**config.mk**
```make
export PLATFORM = sky130hd
export DESIGN_NAME = mux_sel_ctrl
export DESIGN_NICKNAME = d
export VERILOG_FILES = /design/src/rtl/mux_sel_ctrl.sv
export SDC_FILE = /design/constraint.sdc
export NUM_CORES = 1
export LEC_CHECK = 0
export BUFFER_PORTS_ARGS = -buffer_cell sky130_fd_sc_hd__buf_2
export CAP_MARGIN = 5
export CORE_MARGIN = 1.5
export CORE_UTILIZATION = 58
export CTS_BUF_LIST = sky130_fd_sc_hd__clkbuf_8
export DETAILED_ROUTE_END_ITERATION = 8
export PLACE_DENSITY = 0.8
export SETUP_SLACK_MARGIN = 0.1
export SYNTH_ARGS = -nofsm -noshare
export SYNTH_HDL_FRONTEND = slang
export SYNTH_SLANG_ARGS = --single-unit
```
**constraint.sdc**
```tcl
create_clock -name clk -period 1.5 [get_ports clk]
set_input_delay 0.3 -clock clk [delete_from_list [all_inputs] [get_ports clk]]
set_output_delay 0.3 -clock clk [all_outputs]
set_load 0.005 [all_outputs]
```
**src/rtl/mux_sel_ctrl.sv**
```systemverilog
// mux_sel_ctrl: sequencing controller for the 5-bit project-select mux.
// Synchronises the three control pins, keeps a target project index and
// switches the mux address with break-before-make sequencing, so that no
// project ever sees addr change while it is enabled.
module mux_sel_ctrl #(
  parameter int NUM_PROJECTS = 8,
  parameter int GUARD_CYCLES = 4,
  parameter int SYNC_STAGES  = 2
) (
  input  logic       clk,
  input  logic       rst,
  input  logic       sel_rst,
  input  logic       sel_inc,
  input  logic       sel_ena,
  output logic [4:0] addr,
  output logic       ena,
  output logic       busy
);

  localparam int               CNT_W      = (GUARD_CYCLES > 1) ? $clog2(GUARD_CYCLES) : 1;
  localparam logic [CNT_W-1:0] GUARD_LOAD = CNT_W'(GUARD_CYCLES - 1);
  localparam logic [CNT_W-1:0] CNT_ONE    = CNT_W'(1);
  localparam logic [4:0]       LAST_IDX   = 5'(NUM_PROJECTS - 1);

  typedef enum logic [1:0] {
    OFF,
    SETTLE,
    ON,
    DRAIN
  } state_t;

  logic [SYNC_STAGES-1:0] rst_sync;
  logic [SYNC_STAGES-1:0] inc_sync;
  logic [SYNC_STAGES-1:0] ena_sync;
  logic                   s_rst;
  logic                   s_inc;
  logic                   s_ena;
  logic                   s_inc_d;
  logic                   inc_edge;

  logic [4:0]             tgt;

  state_t                 state_q;
  state_t                 state_d;
  logic [CNT_W-1:0]       cnt_q;
  logic [CNT_W-1:0]       cnt_d;
  logic [4:0]             addr_q;
  logic [4:0]             addr_d;
  logic                   ena_q;

  // Pin synchronisers: each pad shifts through SYNC_STAGES flops, plus one
  // extra flop on the increment pin so its rising edge can be detected.
  always_ff @(posedge clk) begin
    if (rst) begin
      rst_sync <= '0;
      inc_sync <= '0;
      ena_sync <= '0;
      s_inc_d  <= 1'b0;
    end else begin
      rst_sync <= {rst_sync[SYNC_STAGES-2:0], sel_rst};
      inc_sync <= {inc_sync[SYNC_STAGES-2:0], sel_inc};
      ena_sync <= {ena_sync[SYNC_STAGES-2:0], sel_ena};
      s_inc_d  <= s_inc;
    end
  end

  assign s_rst    = rst_sync[SYNC_STAGES-1];
  assign s_inc    = inc_sync[SYNC_STAGES-1];
  assign s_ena    = ena_sync[SYNC_STAGES-1];
  assign inc_edge = s_inc & ~s_inc_d;

  // Target index: the reset pin wins over a coincident increment edge, and
  // the increment wraps after the last populated slot.
  always_ff @(posedge clk) begin
    if (rst) begin
      tgt <= '0;
    end else if (s_rst) begin
      tgt <= '0;
    end else if (inc_edge) begin
      tgt <= (tgt == LAST_IDX) ? 5'd0 : tgt + 5'd1;
    end
  end

  // Sequencer next state: addr may only follow tgt while OFF; SETTLE can be
  // aborted but DRAIN always runs its full guard time before OFF.
  always_comb begin
    state_d = state_q;
    cnt_d   = cnt_q;
    addr_d  = addr_q;
    case (state_q)
      OFF: begin
        addr_d = tgt;
        if (s_ena && (addr_q == tgt)) begin
          state_d = SETTLE;
          cnt_d   = GUARD_LOAD;
        end
      end
      SETTLE: begin
        if (!s_ena || (tgt != addr_q)) begin
          state_d = OFF;
        end else if (cnt_q == '0) begin
          state_d = ON;
        end else begin
          cnt_d = cnt_q - CNT_ONE;
        end
      end
      ON: begin
        if (!s_ena || (tgt != addr_q)) begin
          state_d = DRAIN;
          cnt_d   = GUARD_LOAD;
        end
      end
      DRAIN: begin
        if (cnt_q == '0) begin
          state_d = OFF;
        end else begin
          cnt_d = cnt_q - CNT_ONE;
        end
      end
      default: begin
        state_d = OFF;
      end
    endcase
  end

  // Sequencer registers: ena is registered from the next state so it is high
  // exactly while the state register holds ON and cannot glitch.
  always_ff @(posedge clk) begin
    if (rst) begin
      state_q <= OFF;
      cnt_q   <= '0;
      addr_q  <= '0;
      ena_q   <= 1'b0;
    end else begin
      state_q <= state_d;
      cnt_q   <= cnt_d;
      addr_q  <= addr_d;
      ena_q   <= (state_d == ON);
    end
  end

  assign addr = addr_q;
  assign ena  = ena_q;
  assign busy = (state_q == SETTLE) || (state_q == DRAIN) || (tgt != addr_q);

endmodule

```
Word-level counts from Yosys, hierarchy flattened
Cells that the tools add are included.
{ "word_totals": {"register_bits": 22, "wordCells": 44, "in_bits": 5, "output_inout_bits": 7} }
{ "op_classes": {"n_eq_ne": 10, "n_mux": 12, "bitwise_logic": 2, "reduce_logical": 9, "n_addsub": 2} }
{ "op_table": {"columns": ["op", "n"], "rows": [
  ["two-way mux 2 bit", 9],
  ["case mux 2 bit (4 select lines)", 2],
  ["== test 2 bit (second input constant)", 3],
  ["inequality test 2 bit (second input constant)", 3],
  ["adder 5 x 1 -> 5 bit (second input constant)", 1],
  ["== test 5 x 3 -> 1 bit (second input constant)", 1],
  ["== test 5 bit", 1],
  ["two-way mux 5 bit", 1],
  ["inequality test 5 bit", 1],
  ["logical NOT 2 bit", 2],
  ["logical OR 1 bit", 3],
  ["AND reduction 3 bit", 1],
  ["== test 2 x 1 -> 1 bit (second input constant)", 1],
  ["OR reduction 2 bit", 1],
  ["subtractor 2 x 1 -> 2 bit (second input constant)", 1],
  ["bitwise AND 1 bit", 1],
  ["logical AND 1 bit", 1],
  ["logical NOT 1 bit", 1],
  ["NOT 1 bit", 1]
]} }

Logic depth before layout (Yosys ltp)
{ "depth": {"word_depth": 5, "depth_mapped": 6, "mapped_depth_nobuf": 6} }

Worst setup path before layout
OpenSTA, ideal clock, no wires.
{ "synth_path": {"path_kind": "reg2reg", "start": "register tgt[3]", "end": "register cnt_q[1]", "path_stages_with_launch": 6, "setup_time_ns": 0.139, "slack_ns": 0.156, "period_less_slack_ns": 1.344, "arrival_time_ns": 1.205, "required_ns": 1.361, "cell_sequence": "dfxtp_1 xnor2_1 nand3_2 nor2_2 mux2i_1 a222oi_1"} }
{ "synth_via": {"elab_chain_len": 4, "elab_cells_between_ends": 8, "cone_classes": "eq/ne (5); reduce/logical (3)"} }
{ "synth_lines": {"columns": ["element", "line_no", "rtl"], "rows": [
  ["start: declaration", "41", "logic [4:0] tgt;"],
  ["start signal: assignment", "80", "tgt <= (tgt == LAST_IDX) ? 5'd0 : tgt + 5'd1;"],
  ["inequality test 5 bit or == test 5 bit (tied branches)", "99, 108, 93", null],
  ["logical OR 1 bit or logical AND 1 bit (tied branches)", "99, 108, 93", null],
  ["inequality test 2 bit (no source line)", null, null],
  ["AND reduction 3 bit (no source line) *", null, null],
  ["end signal: assignment", "136", "cnt_q <= cnt_d;"],
  ["end: declaration", "45", "logic [CNT_W-1:0] cnt_q;"]
]} }
Mark *: on every way between the ends. The rest lies on a longest branch, timed or not.
A chain may end at the register's enable or synchronous reset.

Worst setup path in the final report
{ "layout_path": {"start": "register addr_q[4], in the netlist addr[4]", "end": "output port busy"} }
{ "layout_via": {"elab_chain_len": 2} }
{ "layout_lines": {"columns": ["element", "line_no", "rtl"], "rows": [
  ["start: declaration", "47", "logic [4:0] addr_q;"],
  ["start signal: assignment", "137", "addr_q <= addr_d;"],
  ["inequality test 5 bit", "144", "assign busy = (state_q == SETTLE) || (state_q == DRAIN) || (tgt != addr_q);"],
  ["logical OR 1 bit", "144", null],
  ["end: declaration", "17", "output logic busy"]
]} }
No other way between the ends.

==> results.py <==
metrics = {
    "logic_synthesis": {
        "synth_warnings": 0,
        "mappedNetlistArea_um2": 938,
        "syn_area_per_cell_um2": 9.11,
        "synth_top_cell_by_area": "dfxtp_1",
        "synth_nets": 110,
        "synth_flop_cell": "dfxtp_1",
        "ys_ff_latch": 22,
        "synth_top_area_share_pct": 46.9,
        "netlist_instances": 103,
        "synth_edf_count": 0,
        "synthArstFlopShare_pct": 0,
        "synth_top_cells_by_area": "dfxtp_1 (47%), nor2b_1 (5.3%), xnor2_1 (4.7%), nand2_1 (4.4%), a21oi_1 (3.7%)",
        "ys_types": 28,
        "ys_seq_area_share_pct": 46.9,
    },
    "detailed_routing": {
        "wl_met1_um": 880,
        "vias_per_cell": 5.91,
        "drc_errors": 0,
        "vias": 827,
        "route.met3.wl_um": 154,
        "dr.max_layer_used": "met4",
        "route.met2.wl_um": 1030,
        "wl_per_cell_um": 15.2,
        "drt_iter0_markers": 52,
        "ant_nets": 0,
        "wl_um": 2130,
        "dr.pass1.iters": 5,
    },
    "cells_and_area": {
        "drive_above_1_share_pct": 41.1,
        "final_core_util_pct": 81.5,
        "syn_to_final_growth_pct": 30.8,
        "final_nets": 132,
        "n_antenna_cell": 0,
        "fillers": 97,
    },
    "die": {
        "start_util_pct": 62.3,
        "io_pins": 12,
        "die_area_um2": 1870,
        "die_w_um": 43.2,
        "num_rows": 14,
        "core_um2": 1510,
        "die_h_um": 43.2,
    },
    "clock_network": {
        "clk_pin_slew_worst_paths_ps": 70,
        "cts_hold_buf": 0,
        "clock-sinks": 22,
        "cts_max_level": 1,
        "cts_tree": "yes",
        "clk_latency_ps": 250,
        "numCtsBuffers": 3,
        "cts.path.max_buffers": 2,
        "clockRootBuffer": "clkbuf_8",
    },
    "power_and_ir_drop": {
        "vdd_drop_max_v": 0.000931,
        "p_switching_mw": 0.241,
        "clkPwrFrac_pct": 36.3,
        "p_int_mw": 0.882,
        "p_leak_nw": 0.478,
        "comb_power_share_pct": 9.2,
        "switching_share_pct": 21.4,
        "powerDensity_nw_per_um2": 914,
        "seq_power_share_pct": 54.5,
    },
    "outcome": {
        "violations": "setup timing",
        "run_status": "complete, but fails checks",
    },
    "global_route": {
        "grt_remaining_overflow": 0,
        "grt_pass1_vias": 824,
        "grt_use_total_pct": 28.0,
        "grt_antenna_before_repair": 0,
        "grt_first_pass_wirelength_um": 3670,
        "grt_start_max_net_pins": 23,
    },
    "setup_path": {
        "cp-start-kind": "register",
        "critPathRequiredTime_ps": 1200,
        "end_kind": "primary output",
        "crit_fanout": 2,
        "path_class": "reg2out",
        "crit_arrival_ps": 1320,
    },
    "flow_run": {
        "max_cap_viol_count": 0,
    },
    "placement": {
        "io_buffers": 11,
        "place_ws_ps": 13.2,
        "dpl.hpwl_um": 1150,
        "gp_congestion": 0.781,
    },
    "sta": {
        "slew_violations": 0,
        "setup_slack_ps": -115,
        "setup-violations-final": 3,
        "fin_crit_ps": 1620,
        "hold_violations": 0,
        "min_period_over_period_pct": 108,
        "fmax_mhz": 619,
        "slew-limit-headroom_pct": 67.3,
        "fin_worst_skew_ps": 1.35,
        "worst_slew_pin_slew_ps": 490,
        "rsz0062_at_grt": "true",
    },
    "worst_hold_path": {
        "hold_class": "in2reg",
    },
}
## through the flow
stage	hold slack [ps]	cells	TNS, ps	power [mW]	cell area [um2]
floorplan	414	103	0	0.678	938
global placement	421	129	0	0.700	1020
detailed placement	429	129	0	0.703	1020
CTS	252	137	-88.1	1.12	1170
global route	245	140	-466	1.17	1230
finish	254	140	-193	1.12	1230
## logic make-up (layout without fill, tap and decap cells)
family | count (synthesis) | after routing | synth area share [%]
simple gates | 40 | 40 | 22.5
flops | 22 | 22 | 46.9
compound gates | 20 | 20 | 12.5
xor+xnor | 9 | 9 | 9.20
buf+inv | 8 | 29 | 4.00
fa+ha+maj | 2 | 2 | 2.67
mux | 2 | 2 | 2.13
## path summary, 6_finish.rpt
| check | from | endpoint | slack [ps] | cells after the start |
|---|---|---|---|---|
| hold reg to reg | rst_sync[0] | rst_sync[1] | 440 | 1 |
| hold / removal | sel_rst | rst_sync[0] | 250 | 2 |
| setup reg to reg | addr[3] | cnt_q[1] | -80 | 7 |
| setup / recovery | addr[4] | busy | -120 | 4 |
## cell usage after synthesis (2+ instances only)
library cell	count
nor3_1	3
xnor2_1	5
or3_1	2
dfxtp_1	22
clkbuf_1	5
nor2b_1	8
nand2_1	11
mux2i_1	2
o21a_1	2
nand4_1	2
inv_1	2
o21ai_0	7
ha_1	2
xor2_1	3
nand3_2	2
nor2_1	7
a21oi_1	7
## worst max-delay path, stage by stage (launching register included)
cell	delay (ps)
dfxtp_2	340
xnor2_2	180
nand3_2	110
or3_1	310
buf_2	130
## registers in the layout, summed over array words and instances, names as in the netlist
name	cells
addr	5
rst_sync	2
tgt	5
ena_sync	2
s_inc_d	1
inc_sync	2
state_q	2
ena	1
cnt_q	2
## area by class of cell
class / count / area [um2] / share of cell area, %
Multi-Input combinational cell: 73 / 543 / 44.2
Sequential cell: 22 / 457 / 37.2
Timing Repair Buffer: 23 / 145 / 11.8
Clock buffer: 4 / 55.1 / 4.49
Tap cell: 16 / 20.0 / 1.63
Inverter: 2 / 7.51 / 0.612
## cell usage in the layout (no fill, tap or decap)
master / n
nand4_1: 2
xnor2_1: 1
nand3_2: 1
a21oi_1: 7
inv_1: 2
nor2_4: 1
nand2_1: 11
buf_4: 12
or3_1: 2
a211oi_2: 1
mux2i_4: 1
a222oi_1: 1
xnor2_2: 5
nor4b_2: 1
nand3_4: 1
clkbuf_8: 4
mux2i_1: 1
nor3b_1: 1
dfxtp_1: 11
nor2b_1: 8
nand3_1: 1
nor3_1: 3
o31ai_4: 1
xor2_1: 3
o21ai_0: 7
dfxtp_4: 1
nor2_1: 7
nand2b_1: 1
o21bai_1: 1
dfxtp_2: 10
buf_2: 11
o21a_1: 2
ha_1: 1
ha_2: 1
## per-layer routing
layer | global-route usage (%) | vias to the layer above
li1 | - | 390
met1 | 30.9 | 385
met2 | 41.8 | 44
met3 | 9.79 | 8
met4 | 24.2 | 0
met5 | 0 | -
## power groups by stage
| stage | clock, mW | sequential, mW | combinational, mW |
|---|---|---|---|
| 2_1_floorplan | 0 | 0.620 | 0.0581 |
| 3_3_place_gp | 0 | 0.624 | 0.0767 |
| 3_5_place_dp | 0 | 0.624 | 0.0791 |
| 4_1_cts | 0.424 | 0.610 | 0.0883 |
| 5_1_grt | 0.443 | 0.613 | 0.111 |
| 6_report | 0.408 | 0.612 | 0.103 |
## repair_timing
item                                    in CTS  in global routing
resized for setup                           18                  7
gates cloned                                 0                  0
pin swaps                                    9                  6
endpoints found under the setup margin       3                  7
endpoints found under the hold margin        0                  0
setup buffers                                4                  3
(Power assumes the default switching activity.)
